File: src/rtl/scan_seq_ctrl.sv
// scan_seq_ctrl: scan load/capture/unload sequencer with per-bit compare.
// Optional MISR signature compression is enabled by defining SCAN_SEQ_MISR_EN.
module scan_seq_ctrl #(
  parameter int CHAIN_LEN  = 15,
  parameter int CAP_CYCLES = 1
) (
  input  logic                 refclk,
  input  logic                 reset_n,
  input  logic                 start,
  input  logic                 abort,
  input  logic [CHAIN_LEN-1:0] pat_si1,
  input  logic [CHAIN_LEN-1:0] pat_si2,
  input  logic [CHAIN_LEN-1:0] exp_so1,
  input  logic [CHAIN_LEN-1:0] exp_so2,
  input  logic                 so1,
  input  logic                 so2,
  output logic                 test_mode,
  output logic                 se,
  output logic                 si1,
  output logic                 si2,
  output logic                 busy,
  output logic                 done,
  output logic                 pass,
  output logic [5:0]           fail_cnt,
  output logic [15:0]          signature
);
  typedef enum logic [2:0] {IDLE, LOAD, CAPTURE, UNLOAD, DONE} state_t;
  localparam logic [4:0] LAST_SHIFT = 5'(CHAIN_LEN - 1);
  localparam logic [4:0] LAST_CAP   = 5'(CAP_CYCLES - 1);
  state_t state_q, state_d;
  logic [4:0] cnt_q, cnt_d;
  logic [CHAIN_LEN-1:0] pat1_q, pat2_q, exp1_q, exp2_q;
  logic test_mode_q, se_q, si1_q, si2_q, busy_q, done_q, pass_q;
  logic [5:0] fail_q, fail_d;
  logic [6:0] fail_sum;
  logic accept, cmp, mis1, mis2;
  always_comb begin
    state_d = state_q;
    accept  = 1'b0;
    if (abort) state_d = IDLE;
    else begin
      case (state_q)
        IDLE:    if (start) begin state_d = LOAD; accept = 1'b1; end
        LOAD:    if (cnt_q == LAST_SHIFT) state_d = CAPTURE;
        CAPTURE: if (cnt_q == LAST_CAP) state_d = UNLOAD;
        UNLOAD:  if (cnt_q == LAST_SHIFT) state_d = DONE;
        default: state_d = IDLE;
      endcase
    end
    cnt_d    = (state_d == state_q && state_q inside {LOAD, CAPTURE, UNLOAD}) ? cnt_q + 5'd1 : 5'd0;
    cmp      = (state_q == UNLOAD) && !abort;
    mis1     = cmp && (so1 != exp1_q[0]);
    mis2     = cmp && (so2 != exp2_q[0]);
    fail_sum = 7'(fail_q) + 7'(mis1) + 7'(mis2);
    fail_d   = accept ? 6'd0 : (fail_sum > 7'd63 ? 6'd63 : fail_sum[5:0]);
  end
  always_ff @(posedge refclk or negedge reset_n) begin
    if (!reset_n) begin
      state_q     <= IDLE;
      cnt_q       <= '0;
      pat1_q      <= '0;
      pat2_q      <= '0;
      exp1_q      <= '0;
      exp2_q      <= '0;
      test_mode_q <= 1'b0;
      se_q        <= 1'b0;
      si1_q       <= 1'b0;
      si2_q       <= 1'b0;
      busy_q      <= 1'b0;
      done_q      <= 1'b0;
      pass_q      <= 1'b0;
      fail_q      <= '0;
    end else begin
      state_q     <= state_d;
      cnt_q       <= cnt_d;
      // Stimulus bit k drives si during LOAD cycle k, so bit 0 goes out on the start edge.
      pat1_q      <= accept ? pat_si1 >> 1 : pat1_q >> 1;
      pat2_q      <= accept ? pat_si2 >> 1 : pat2_q >> 1;
      si1_q       <= (state_d == LOAD) && (accept ? pat_si1[0] : pat1_q[0]);
      si2_q       <= (state_d == LOAD) && (accept ? pat_si2[0] : pat2_q[0]);
      exp1_q      <= accept ? exp_so1 : (cmp ? exp1_q >> 1 : exp1_q);
      exp2_q      <= accept ? exp_so2 : (cmp ? exp2_q >> 1 : exp2_q);
      test_mode_q <= state_d inside {LOAD, CAPTURE, UNLOAD};
      busy_q      <= state_d inside {LOAD, CAPTURE, UNLOAD};
      se_q        <= state_d inside {LOAD, UNLOAD};
      done_q      <= state_d == DONE;
      fail_q      <= fail_d;
      pass_q      <= accept ? 1'b0 : (state_d == DONE ? fail_d == 6'd0 : pass_q);
    end
  end
`ifdef SCAN_SEQ_MISR_EN
  logic [15:0] misr_q;
  // Polynomial x^16+x^12+x^3+x+1, inputs folded into the two low taps.
  always_ff @(posedge refclk or negedge reset_n) begin
    if (!reset_n) misr_q <= '0;
    else if (accept) misr_q <= '0;
    else if (cmp) misr_q <= {misr_q[14:0], 1'b0} ^ (misr_q[15] ? 16'h100B : 16'h0000) ^ {14'd0, so2, so1};
  end
  assign signature = misr_q;
`else
  assign signature = 16'h0000;
`endif
  assign test_mode = test_mode_q;
  assign se        = se_q;
  assign si1       = si1_q;
  assign si2       = si2_q;
  assign busy      = busy_q;
  assign done      = done_q;
  assign pass      = pass_q;
  assign fail_cnt  = fail_q;
endmodule

File: config.mk
export PLATFORM = sky130hd
export DESIGN_NAME = scan_seq_ctrl
export DESIGN_NICKNAME = d
export VERILOG_FILES = /design/src/rtl/scan_seq_ctrl.sv
export SDC_FILE = /design/constraint.sdc
export NUM_CORES = 1
export LEC_CHECK = 0
export ABC_AREA = 1
export CAP_MARGIN = 20
export CORE_MARGIN = 4
export CORE_UTILIZATION = 54
export CTS_BUF_LIST = sky130_fd_sc_hd__clkbuf_2 sky130_fd_sc_hd__clkbuf_4 sky130_fd_sc_hd__clkbuf_8
export CTS_CLUSTER_SIZE = 14
export DETAILED_ROUTE_END_ITERATION = 10
export GPL_ROUTABILITY_DRIVEN = 1
export PLACE_DENSITY = 0.95
export SYNTH_ARGS = -nofsm -noshare
export SYNTH_HDL_FRONTEND = slang
export SYNTH_SLANG_ARGS = --single-unit
File: constraint.sdc
create_clock -name refclk -period 6.3 [get_ports refclk]
set_input_delay 1.89 -clock refclk [delete_from_list [all_inputs] [get_ports refclk]]
set_output_delay 1.89 -clock refclk [all_outputs]
set_load 0.005 [all_outputs]
==> flow_summary.toml, run 1 <==
[floorplanning]
fp.dieH_um = 90.6
core_area_mm2 = 0.00649
die_w_um = 90.6
start_util_pct = 56.7
num_rows = 29
ios = 95
dieArea_mm2 = 0.00820

[timing]
rsz0062_at_grt = "no"
slew_violations = 0
fin_worst_skew_ns = 0.00837
fmax_ghz = 0.237
worst_slew_pin_slew_ns = 0.941
fin_crit_sh_pct = 67.0
fin_hold_ws_ns = 0.458
slew_headroom_pct = 37.3
setup_viol = 0
tns_ns = 0
worst_slack_ns = 2.08
finalCriticalPeriod_ns = 4.22
finalHoldViolCount = 0

[global_routing]
grt_pass1_wl_um = 12800
grt_pass1_vias = 2930
grt_max_degree = 79
antenna_found_initial = 0
track_usage_pct = 19.1
grt.overflow.total = 0

[clocking]
cts_tree = "yes"
clk_pin_slew_ns = 0.08
clk_path_buf_depth = 2
cts-resized-gates = 0
cts_buffers = 9
post-cts-setup-buffers = 0
cts_hold_buf = 0
h-tree-depth = 3
clkSinkCount = 78
cts-root-buf = "clkbuf_8"
clk_latency_ns = 0.35

[worst_setup_path]
critPathCaptureType = "register"
cp_max_fo = 34
cpPeakStageDelay_ns = 0.47
path_class = "primary input to register"
worst-endpoint-arrival_ns = 4.46
cpMaxStageDelayCell = "clkdlybuf4s50_1"
worst-path-buf-inv = 4
worstPathCellList = "clkdlybuf4s50_1 -> inv_6 -> nand2_4 -> inv_1 -> nand2_1 -> fa_1 -> inv_1 -> ha_1 -> nand2_1 -> nor2_1 -> nand2_1 -> nand2_1 -> nand2_2 -> nand2_1 -> nor2_1 -> nand2_1 -> a21oi_2"
timing.critical_path.mode_cell = "nand2_1"
crit_family = "simple AND/OR/NAND/NOR gates"
startpoint_type = "primary input"
required_ns = 6.54

[power]
power.density_mw_per_mm2 = 247
peakVddDrop_uv = 183
power_mw = 1.13
p_leak_nw = 2.26

[routing]
num_vias = 2988
wl_um = 7680
drc_errors = 0
ant_nets = 0
drtIter0Drc = 181
wl_per_cell_um = 13.0
drtPass1Iterations = 4
vias_per_cell = 5.06

[layout]
finalNetCount = 580
finalNonFillerCells = 591
antennaDiodeCount = 0
areaGrowthSynthToFinish_pct = 24.4
fin_util_pct = 70.5
final_common_cell = "nand2_1"
drive_gt1_share_pct = 7.39
post-route-cell-area_mm2 = 0.00458
mostFrequentLayoutCells = "150 x nand2_1, 78 x dfrtp_1, 77 x clkdlybuf4s50_1"
fillers = 473

[logic_synthesis]
ys_seq_area_share_pct = 53.0
ys_top_cells_by_area = "dfrtp_1 53%, nand2_1 15%, buf_4 4.5%, nor2_1 4.1%, a21oi_1 3.9%"
syn_area_mm2 = 0.00368
synthCells = 440
synth-seq-cells = 78
synth_top_area_share_pct = 53.0
yosys_warnings = 0
syn_avg_cell_area_um2 = 8.36
yosysTopAreaCell = "dfrtp_1"
yosysUniqueCellTypes = 28

[placement]
place_hpwl_um = 5300
dp_slack_ns = 1.74
placed_area_mm2 = 0.00438
portBuffers = 78
placedCellCount = 575
place_congestion = 0.939

[outcome]
status = "completed"

[worst_hold_path]
hold_path.class = "register to register"

[run]
max-cap-violations = 0
-- sequential cells by signal, indices dropped and copies added (netlist names), 3 cells and up --
register  count
pat2_q       14
fail_cnt      6
cnt_q         5
exp2_q       15
exp1_q       15
pat1_q       14
state_q       3
-- synthesized netlist by cell type, drive strengths merged --
| library cell | number |
|---|---|
| nand2 | 159 |
| dfrtp | 78 |
| nor2 | 45 |
| buf | 34 |
| inv | 31 |
| a21oi | 30 |
| o21ai | 29 |
| nand3 | 15 |
| nor3 | 5 |
| ha | 4 |
| xor2 | 4 |
| xnor2 | 2 |
| clkbuf | 1 |
| conb | 1 |
| fa | 1 |
| o21bai | 1 |
-- power breakdown --
group          internal [mW]  switching, mW  leakage, nW
Sequential             0.561         0.0275        0.988
Clock                  0.198          0.185       0.0990
Combinational         0.0769         0.0819         1.18
Total                  0.836          0.295         2.26
-- cell type report --
type	instances	area, um2	share of cell area, %
flip-flops and latches	78	1950	42.6
multi-input cells	311	1430	31.2
repair buffers	78	778	17.0
clock buffers	11	145	3.17
inverters	31	121	2.65
well taps	77	96.3	2.10
clock inverters	5	58.8	1.28
-- metal layers --
metal	track usage [%]	wire length, um	vias up
li1	-	-	1471
met1	25.4	3370	1398
met2	29.4	3670	105
met3	4.67	490	14
met4	9.06	150	0
met5	0	0	-
-- worst min-delay path, stage by stage (launching register included) --
cell	delay (ns)
dfrtp_1	0.33
nand2_1	0.05
nand2_1	0.05
-- path summary, 6_finish.rpt --
check	from	to	slack (ns)	cells past startpoint
max	abort	pass	2.08	17
min	pat1_q[9]	pat1_q[8]	0.46	2
max in group asynchronous	reset_n	si2	4.01	1
min in group asynchronous	reset_n	exp2_q[6]	1.67	1
max reg2reg	state_q[2]	pass	3.48	18
min reg2reg	pat1_q[9]	pat1_q[8]	0.46	2
-- logic make-up (layout without fill, tap and decap cells) --
group / after synthesis / after routing / share of synthesized area [%]
XOR/XNOR: 6 / 6 / 1.43
flip-flops: 78 / 78 / 53.0
adder cells (fa/ha/maj): 5 / 5 / 1.90
AO/OA/AOI/OAI: 60 / 60 / 8.33
AND/OR/NAND/NOR: 224 / 224 / 25.5
buffers and inverters: 66 / 125 / 9.69
other: 1 / 16 / 0.102
Note: power is estimated with default switching activity, not from simulation.
==> run 2, diff against run 1 <==
--- a/config.mk
+++ b/config.mk
@@ -8,7 +8,7 @@
 export ABC_AREA = 1
 export CAP_MARGIN = 20
 export CORE_MARGIN = 4
-export CORE_UTILIZATION = 54
+export CORE_UTILIZATION = 51
 export CTS_BUF_LIST = sky130_fd_sc_hd__clkbuf_2 sky130_fd_sc_hd__clkbuf_4 sky130_fd_sc_hd__clkbuf_8
 export CTS_CLUSTER_SIZE = 14
 export DETAILED_ROUTE_END_ITERATION = 10
==> constraint.sdc (replaced) <==
create_clock -name refclk -period 4 [get_ports refclk]
set_input_delay 1.2 -clock refclk [delete_from_list [all_inputs] [get_ports refclk]]
set_output_delay 1.2 -clock refclk [all_outputs]
set_load 0.005 [all_outputs]
==> flow_summary.toml, run 2 (same netlist as run 1, synthesis figures left out) <==
[clocking]
cts_tree = "yes"
cts_buffers = 9
clk_path_buf_depth = 2
h-tree-depth = 3
post-cts-setup-buffers = 0
clk_pin_slew_ns = 0.07
cts_hold_buf = 0
clk_latency_ns = 0.34
cts-resized-gates = 0
clkSinkCount = 78
cts-root-buf = "clkbuf_8"

[worst_setup_path]
required_ns = 4.23
worst-endpoint-arrival_ns = 3.63
startpoint_type = "primary input"
path_class = "primary input to register"
critPathCaptureType = "register"
cp_max_fo = 4

[layout]
mostFrequentLayoutCells = "150 x nand2_1, 78 x dfrtp_1, 77 x clkdlybuf4s50_1"
areaGrowthSynthToFinish_pct = 25.9
antennaDiodeCount = 0
fillers = 539
post-route-cell-area_mm2 = 0.00463
reg_top3 = "exp1_q x15, exp2_q x15"
finalNetCount = 586
multi_input_area_mm2 = 0.00143
drive_gt1_share_pct = 8.29
ff_latch_area_mm2 = 0.00195
final_common_cell = "nand2_1"

[floorplanning]
fp.dieH_um = 92.9
dieArea_mm2 = 0.00864
num_rows = 30
start_util_pct = 53.3
ios = 95
die_w_um = 92.9
core_area_mm2 = 0.00691

[placement]
place_congestion = 0.865
portBuffers = 78
place_hpwl_um = 5900
placed_area_mm2 = 0.00444
dp_slack_ns = 0.264

[power]
power.density_mw_per_mm2 = 378
power_mw = 1.75
p_leak_nw = 2.29
peakVddDrop_uv = 225

[routing]
num_vias = 3021
drtPass1Iterations = 4
drtIter0Drc = 131
wl_um = 8260
drc_errors = 0
vias_per_cell = 4.91
ant_nets = 0
wl_per_cell_um = 13.4

[timing]
fmax_ghz = 0.294
worst_slack_ns = 0.597
finalCriticalPeriod_ns = 3.40
rsz0062_at_grt = "no"
finalHoldViolCount = 0
worst_slew_pin_slew_ns = 0.962
setup_viol = 0
slew_headroom_pct = 35.9
fin_crit_sh_pct = 85.1
slew_violations = 0
tns_ns = 0
fin_worst_skew_ns = 0.00394

[global_routing]
antenna_found_initial = 0
grt.overflow.total = 0
grt_max_degree = 79
grt_pass1_vias = 3040
grt_pass1_wl_um = 13700
track_usage_pct = 20.0

[worst_hold_path]
hold_path.class = "register to register"

[run]
max-cap-violations = 0

[outcome]
status = "completed"
-- run 2: metrics by stage --
stage	cells	util, %	hold slack [ns]
finish	615	67.1	0.453
global placement	600	64.3	0.430
CTS	615	67.1	0.456
global route	615	67.1	0.475
floorplan	455	-	0.425
detailed placement	600	64.3	0.436
-- run 2: path summary, 6_finish.rpt --
check	depth (start not counted)	from	slack, ns	to
worst max-delay path	15	so2	0.60	pass
worst min-delay path	2	pat1_q[12]	0.45	pat1_q[11]
min in group asynchronous	1	reset_n	0.99	exp2_q[7]
worst max register to register	17	state_q[0]	1.30	pass
worst min register to register	2	pat1_q[12]	0.45	pat1_q[11]
max in group asynchronous	1	reset_n	2.37	exp2_q[12]
-- run 2: report_power, final --
group | internal [mW] | switching (mW)
clock | 0.297 | 0.273
combinational | 0.124 | 0.130
sequential | 0.884 | 0.0441
-- run 2: cell type report --
class | count | area share, %
clock buffers | 10 | 2.97
clock inverters | 5 | 1.08
inverters | 31 | 2.62
multi-input cells | 311 | 30.8
flip-flops and latches | 78 | 42.1
well taps | 96 | 2.59
repair buffers | 84 | 17.8
-- run 2: worst max-delay path, cell delays in order --
cell and delay, ns:
clkdlybuf4s50_1 0.52, xor2_1 0.22, nand2_1 0.11, fa_1 0.44, inv_1 0.09, ha_1 0.20, nand2_1 0.10, nor2_1 0.16
nand2_1 0.13, nand2_1 0.09, nand2_1 0.08, nand2_1 0.09, nor2_1 0.05, nand2_1 0.07, a21oi_2 0.05
-- run 2: layer usage --
| metal | part of all wire (%) | vias to the layer above | GRT usage [%] |
|---|---|---|---|
| met1 | 42 | 1407 | 25.0 |
| met5 | 0 | - | 0 |
| met4 | 2.1 | 0 | 6.35 |
| met3 | 6.5 | 21 | 6.26 |
| met2 | 50 | 113 | 33.2 |
| li1 | - | 1480 | - |
